===== src/rtl/median_driver.sv =====
// Median-operator driver: buffers a window of pixels, streams it to an external
// median operator as one strobe burst, waits for the result and hands it downstream.
module median_driver #(
  parameter int WIDTH    = 8,
  parameter int N_PIXELS = 9,
  parameter int TIMEOUT  = 64
) (
  input  logic             CLK,
  input  logic             nRST,
  input  logic             IN_VALID,
  input  logic [WIDTH-1:0] IN_DATA,
  output logic             IN_READY,
  output logic             MED_DSI,
  output logic [WIDTH-1:0] MED_DI,
  input  logic             MED_DSO,
  input  logic [WIDTH-1:0] MED_DO,
  output logic             OUT_VALID,
  output logic [WIDTH-1:0] OUT_DATA,
  input  logic             OUT_READY,
  input  logic             CLR_ERR,
  output logic             ERR
);

  localparam int IDX_W = $clog2(N_PIXELS) + 1;
  localparam int CNT_W = $clog2(TIMEOUT) + 1;

  localparam logic [1:0] ST_LOAD = 2'd0;
  localparam logic [1:0] ST_SEND = 2'd1;
  localparam logic [1:0] ST_WAIT = 2'd2;
  localparam logic [1:0] ST_HOLD = 2'd3;

  localparam logic [IDX_W-1:0] LAST_IDX  = IDX_W'(N_PIXELS - 1);
  localparam logic [CNT_W-1:0] LAST_WAIT = CNT_W'(TIMEOUT - 1);

  logic [1:0]       state_q, state_d;
  logic [IDX_W-1:0] idx_q, idx_d;
  logic [CNT_W-1:0] wcnt_q, wcnt_d;
  logic             in_ready_q, in_ready_d;
  logic             med_dsi_q, med_dsi_d;
  logic [WIDTH-1:0] med_di_q, med_di_d;
  logic             out_valid_q, out_valid_d;
  logic [WIDTH-1:0] out_data_q, out_data_d;
  logic             err_q, err_d;
  logic [WIDTH-1:0] buf_q [N_PIXELS];

  logic             accept;
  logic             timeout;
  logic [IDX_W-1:0] nxt_idx;
  logic [WIDTH-1:0] nxt_pix;
  logic [WIDTH-1:0] first_pix;

  assign accept = (state_q == ST_LOAD) && in_ready_q && IN_VALID;

  // With a one-pixel window the first burst pixel is still on IN_DATA.
  assign first_pix = (N_PIXELS == 1) ? IN_DATA : buf_q[0];

  always_comb begin
    nxt_idx = idx_q + IDX_W'(1);
    nxt_pix = '0;
    for (int i = 0; i < N_PIXELS; i++) begin
      if (nxt_idx == IDX_W'(i)) begin
        nxt_pix = buf_q[i];
      end
    end
  end

  always_comb begin
    state_d     = state_q;
    idx_d       = idx_q;
    wcnt_d      = wcnt_q;
    med_dsi_d   = 1'b0;
    med_di_d    = '0;
    out_valid_d = out_valid_q;
    out_data_d  = out_data_q;
    timeout     = 1'b0;
    case (state_q)
      ST_LOAD: begin
        if (accept) begin
          if (idx_q == LAST_IDX) begin
            state_d   = ST_SEND;
            idx_d     = '0;
            med_dsi_d = 1'b1;
            med_di_d  = first_pix;
          end else begin
            idx_d = nxt_idx;
          end
        end
      end
      ST_SEND: begin
        if (idx_q == LAST_IDX) begin
          state_d = ST_WAIT;
          idx_d   = '0;
          wcnt_d  = '0;
        end else begin
          idx_d     = nxt_idx;
          med_dsi_d = 1'b1;
          med_di_d  = nxt_pix;
        end
      end
      ST_WAIT: begin
        // A result strobe on the last allowed cycle still wins over the timeout.
        if (MED_DSO) begin
          state_d     = ST_HOLD;
          out_data_d  = MED_DO;
          out_valid_d = 1'b1;
          wcnt_d      = '0;
        end else if (wcnt_q == LAST_WAIT) begin
          state_d = ST_LOAD;
          idx_d   = '0;
          wcnt_d  = '0;
          timeout = 1'b1;
        end else begin
          wcnt_d = wcnt_q + CNT_W'(1);
        end
      end
      ST_HOLD: begin
        if (OUT_READY) begin
          state_d     = ST_LOAD;
          idx_d       = '0;
          out_valid_d = 1'b0;
        end
      end
      default: begin
        state_d = ST_LOAD;
        idx_d   = '0;
        wcnt_d  = '0;
      end
    endcase
    in_ready_d = (state_d == ST_LOAD);
    err_d      = timeout | (err_q & ~CLR_ERR);
  end

  always_ff @(posedge CLK or negedge nRST) begin
    if (!nRST) begin
      state_q     <= ST_LOAD;
      idx_q       <= '0;
      wcnt_q      <= '0;
      in_ready_q  <= 1'b0;
      med_dsi_q   <= 1'b0;
      med_di_q    <= '0;
      out_valid_q <= 1'b0;
      out_data_q  <= '0;
      err_q       <= 1'b0;
    end else begin
      state_q     <= state_d;
      idx_q       <= idx_d;
      wcnt_q      <= wcnt_d;
      in_ready_q  <= in_ready_d;
      med_dsi_q   <= med_dsi_d;
      med_di_q    <= med_di_d;
      out_valid_q <= out_valid_d;
      out_data_q  <= out_data_d;
      err_q       <= err_d;
    end
  end

  // Pixel storage needs no reset; slots are always rewritten before being sent.
  always_ff @(posedge CLK) begin
    for (int i = 0; i < N_PIXELS; i++) begin
      if (accept && (idx_q == IDX_W'(i))) begin
        buf_q[i] <= IN_DATA;
      end
    end
  end

  assign IN_READY  = in_ready_q;
  assign MED_DSI   = med_dsi_q;
  assign MED_DI    = med_di_q;
  assign OUT_VALID = out_valid_q;
  assign OUT_DATA  = out_data_q;
  assign ERR       = err_q;

endmodule


===== config.mk =====
export PLATFORM = sky130hd
export DESIGN_NAME = median_driver
export DESIGN_NICKNAME = d
export VERILOG_FILES = /design/src/rtl/median_driver.sv
export SDC_FILE = /design/constraint.sdc
export NUM_CORES = 1
export LEC_CHECK = 0
export ABC_AREA = 1
export CORE_MARGIN = 1.5
export CORE_UTILIZATION = 50
export CTS_CLUSTER_DIAMETER = 30
export CTS_CLUSTER_SIZE = 10
export DETAILED_ROUTE_END_ITERATION = 16
export GPL_TIMING_DRIVEN = 0
export PLACE_DENSITY = 0.72
export SETUP_SLACK_MARGIN = 0.02
export SYNTH_ARGS = -nofsm -noshare
export SYNTH_HDL_FRONTEND = slang
export SYNTH_SLANG_ARGS = --single-unit

===== constraint.sdc =====
create_clock -name CLK -period 2.5 [get_ports CLK]
set_input_delay 0.375 -clock CLK [delete_from_list [all_inputs] [get_ports CLK]]
set_output_delay 0.375 -clock CLK [all_outputs]
set_load 0.005 [all_outputs]

After elaboration in Yosys (flattened, before gate mapping):

Memory sizes are Yosys's and may differ from the RTL's.
Index checks and enable logic that the tools add are counted.

* memories: 1
* word-level logic and storage cells: 152
* output and inout bits: 20
* memory bits (writable): 72
* input port bits: 22
* bits in registers: 34

* reductions and logical operators: 29
* mux-type cells: 82
* eq/ne operators: 26
* $add $sub $neg: 2
* bitwise operators: 3

Memories
* buf_q: depth 9, width 8, read ports 9, clocked after Yosys merged registers in 0, wr ports 1, RTL line 44 `logic [WIDTH-1:0] buf_q [N_PIXELS];`

Operators with widths (number)
* 8-bit two-way mux: 20
* 8-bit OR reduction: 8
* 5-bit by 3-bit equality test with 1-bit output (second input constant): 8
* 1-bit two-way mux: 34
* 4-bit two-way mux: 8
* 5-bit two-way mux: 5
* 7-bit two-way mux: 3
* 5-bit by 2-bit equality test with 1-bit output (second input constant): 4
* 5-bit case mux with 4 select lines: 1
* 8-bit case mux with 2 select lines: 1
* 7-bit case mux with 2 select lines: 1
* 2-bit two-way mux: 6
* 2-bit != test (second input constant): 6
* 1-bit logical AND: 11
* 5-bit by 1-bit equality test with 1-bit output (second input constant): 2
* 5-bit by 4-bit equality test with 1-bit output (second input constant): 2
* 5-bit logical NOT: 2
* 2-bit case mux with 4 select lines: 1
* 7-bit by 1-bit adder with 7-bit output (second input constant): 1
* 7-bit by 6-bit equality test with 1-bit output (second input constant): 1
* 5-bit by 1-bit adder with 5-bit output (second input constant): 1
* 2-bit equality test (second input constant): 2
* 2-bit logical NOT: 2
* 1-bit case mux with 2 select lines: 2
* 8 further kinds: 10

Depth between registers and ports, before layout:

* depth after elaboration: 15
* gate-level depth with buffers: 18
* gate-level depth less buffers: 17

Worst setup path after synthesis:

OpenSTA, ideal clock, no wires.

* path type: reg2reg
* from: register state_q[1]
* to: memory buf_q[1][2], in the netlist buf_q[0][10] (enable)
* arrival: 1840 ps
* data required time: 2105 ps
* period minus slack after synthesis: 2234 ps
* slack: 266 ps
* stages on the path, launching flop included: 4
* library setup time: 395 ps
* path buffers: 0
* cell sequence: dfrtp_1 nor2_1 nand3_1 nor4_1

* longest elaborated chain between the ends: 15
* elaborated cells between the ends (all ways): 54
* classes of those cells: mux (34); reduce/logical (20)

Ends and longest elaborated chain
* from (decl): RTL line 35 `logic [1:0] state_q, state_d;`
* from (signal assigned): RTL line 145 `state_q <= state_d;`
* 2-bit logical NOT *: RTL line 52 `assign accept = (state_q == ST_LOAD) && in_ready_q && IN_VALID;`
* 1-bit logical AND * (2 in series): RTL line 52
* 1-bit logical AND: RTL line 160 `if (accept && (idx_q == IDX_W'(i))) begin`
* 1-bit two-way mux: RTL line 160
* 1-bit two-way mux (not written as such): RTL line 161 `buf_q[i] <= IN_DATA;`
* 8-bit OR reduction (no source line)
* 4-bit two-way mux (no source line) / 1-bit two-way mux (equally long branches) (8 in series)
* to (decl): RTL line 44

Every way passes the cells marked *; elsewhere a longest branch is shown, timed or not.

Worst setup path after layout:

* from: register state_q[1]
* to: memory buf_q[2][4], in the netlist buf_q[0][20] (enable)

Same word-level chain as after synthesis.

==> summary.txt <==
Clock network
  – Sink Count: 106
  – Clock-pin transition on the worst setup and hold timing paths: 110 ps
  – CTS buffer count: 9
  – CTS root buf: clkbuf_8
  – TritonCTS clock tree: done
  – Post-CTS Setup Repair Bufs: 0
  – Clk buf depth: 2
  – CTS H-tree depth: 3
  – Clk_lat worst skew: 370 ps

Worst setup path
  – CP bufs+invs: 0
  – Cell family with most CP delay: simple AND/OR/NAND/NOR gates
  – CP startpoint kind: flip-flop
  – Worst Path Arrival: 2450 ps
  – Crit path kind: reg2reg
  – Req. time, crit path: 2490 ps
  – Kind of end point of the critical path: flip-flop
  – RR Startpoint: state_q[1]
  – Crit path from: state_q[1]
  – Peak per-stage delay on the critical path: 880 ps
  – Slowest-stage cell, CP: nor4_2
  – Crit path cell chain: nor2_1 -> nand3_1 -> nor4_2
  – CP max FO: 8

Timing
  – Crit share post-route: 98.3%
  – Hold Worst Slack: 54.2 ps
  – Slew Limit Fails: 0
  – Clock skew: 15.8 ps
  – RSZ-0062 raised after global routing: yes
  – FMAX: 0.407 GHz
  – Min cycle time layout: 2460 ps
  – Max_slew headroom: 33.4%
  – Setup Viol. Count Final: 0
  – Fin. Hold Viols: 0
  – Tightest Pin Transition: 990 ps

Detailed routing
  – Final ANT Viol Nets: 0
  – Vias: 3113
  – Drt wl/cell: 15.3 um
  – DRT Wirelength: 9160 um
  – Initial drt markers: 199
  – Routed vias/inst: 5.20
  – Drt drc: 0
  – Detailed-router iteration count before antenna repair: 4

Cells and area
  – Multi-input gate area: 1540 sq um
  – Final Non-Filler Cells: 599
  – Layout cells sized above 1: 15.8%
  – Layout net count: 511
  – # diodes: 0
  – Synthesis-to-layout area growth: 17.0%
  – Fill cells: 763
  – Register area: 3010 sq um
  – Finished Cell Area: 5530 sq um

Placement
  – Placed inst area: 5330 sq um
  – Gp weighted congestion: 0.839
  – Port Buf Inserts: 41
  – DP Cell Count: 583
  – Post-DP HPWL: 6510 um

Floorplan
  – Core Box Area: 9200 sq um
  – Die Area: 10100 sq um
  – Die height: 100 um
  – Num ports: 42
  – Die Span X: 100 um
  – Rows: 35
  – Initial core utilization: 51.4%

Synth
  – Cells after synthesis: 428
  – Seq cells post-synth: 106
  – Post-synthesis compound-gate area fraction: 5.56%
  – Synthesized area: 4730 sq um
  – Synth warn: 0
  – Top FF cell, synth: edfxtp_1
  – Syn nets: 456
  – Simple-Gate Fraction of Synth Area: 22.6%
  – Sequential element share of the synthesized area: 63.7%
  – Post-Synth XOR/XNOR Area: 0%
  – Post-synth EDFFs: 72
  – Area leader, netlist: edfxtp_1
  – Adder-cell share of the synthesized area: 1.59%
  – Mux contribution to synthesized area: 1.90%
  – Area contributors post-synth: edfxtp_1, dfrtp_1, nand2_1
  – Largest family of logic cells by synthesized area: simple AND/OR/NAND/NOR gates
  – Count of different cell masters after synthesis: 37
  – Top-area cell type share of the netlist area: 45.7%
  – Avg Cell Area, Syn: 11.1 sq um
  – Post-synth ARST share: 32.1%

Power and ir drop
  – PwrDens: 1010 nW/um^2
  – Leakage: 2.20 nW
  – Peak VDD IR: 0.405 mV

Hold path
  – Hold Path Class: in2async

GRT
  – Vias in the first global route: 2983
  – Largest net degree at the start of global routing: 35
  – First-pass GRT wire length: 15000 um
  – Initial antenna violation count: 0
  – Total gr overflow: 0
  – GRT Util Overall: 19.6%

Status
  – Outcome: finished clean

Run
  – Max_cap viols: 0
==> flip-flops by register name, indices dropped and copies added, names as in the netlist <==
register / cells
ERR: 1
IN_READY: 1
MED_DI: 8
MED_DSI: 1
OUT_DATA: 8
OUT_VALID: 1
buf_q: 72
idx_q: 5
state_q: 2
wcnt_q: 7
==> cell usage after synthesis (4+ instances only) <==
| library cell | number |
|---|---|
| a21oi_1 | 28 |
| dfrtp_1 | 34 |
| edfxtp_1 | 72 |
| ha_1 | 6 |
| inv_1 | 33 |
| inv_2 | 9 |
| mux2_2 | 8 |
| nand2_1 | 104 |
| nand3_1 | 33 |
| nor2_1 | 35 |
| nor2_2 | 6 |
| nor3_4 | 4 |
| nor4_1 | 6 |
| o21ai_0 | 6 |
==> layer usage <==
layer | share of wire [%] | track usage (%) | vias up
li1 | - | - | 1571
met1 | 48 | 27.1 | 1468
met2 | 48 | 31.5 | 65
met3 | 3.5 | 3.34 | 9
met4 | 1.2 | 6.83 | 0
met5 | 0 | 0 | -
==> final cells by class <==
cell class	instances	share of cell area [%]
Sequential cell	106	54.5
Multi-Input combinational cell	273	27.9
Timing Repair Buffer	44	7.73
Inverter	43	2.99
Tap cell	111	2.51
Clock buffer	10	2.31
Clock inverter	6	1.09
Buffer	6	1.02
==> cell usage in the layout (no fill, tap or decap), types with 4 or more instances in the layout <==
cell type	Yosys	layout
nand2_1	104	104
edfxtp_1	72	72
clkdlybuf4s50_1	0	40
nor2_1	35	35
dfrtp_1	34	34
inv_1	33	33
nand3_1	33	33
a21oi_1	28	28
inv_2	9	9
clkbuf_8	0	9
mux2_2	8	8
nor2_2	6	6
buf_4	3	6
o21ai_0	6	6
nor4_2	0	6
ha_1	6	5
nor3_4	4	4
==> final timing paths <==
| path | to | slack [ps] | cells past startpoint |
|---|---|---|---|
| min in group CLK | OUT_VALID | 490 | 2 |
| min | OUT_DATA[6] | 50 | 1 |
| max | buf_q[0][20] | 40 | 3 |
| min reg2reg | OUT_VALID | 490 | 2 |
| max in group asynchronous | MED_DI[6] | 1970 | 1 |
| max reg2reg | buf_q[0][20] | 40 | 3 |
==> where the power goes <==
part           internal, mW  leakage, nW  switching (mW)
logic                 0.938         1.02            1.41
registers              2.12         1.09           0.133
clock network         0.387       0.0896           0.625
total                  3.44         2.20            2.17
==> through the flow <==
step                      power (mW)  util [%]  setup WS [ps]  setup TNS [ps]
after global placement          4.54      57.4           -586          -20660
final                           5.61      60.2           42.6               0
after detailed placement        4.61      58.0          -30.0            -418
after floorplan                 3.83         -            266               0
after global routing            6.01      60.2           -179           -2870
after CTS                       5.62      60.0           16.2               0
==> cell families after synthesis <==
group	after synthesis
compound gates	46
fa+ha+maj	6
buf+inv	49
flops	106
mux	8
simple gates	213
==> repair_timing <==
| action | CTS | global route |
|---|---|---|
| setup endpoints to repair | 2 | 34 |
| gates cloned | 0 | 0 |
| hold buffers | 0 | 0 |
| gates resized for setup | 0 | 3 |
No activity file was read; power rests on OpenSTA's default activity.
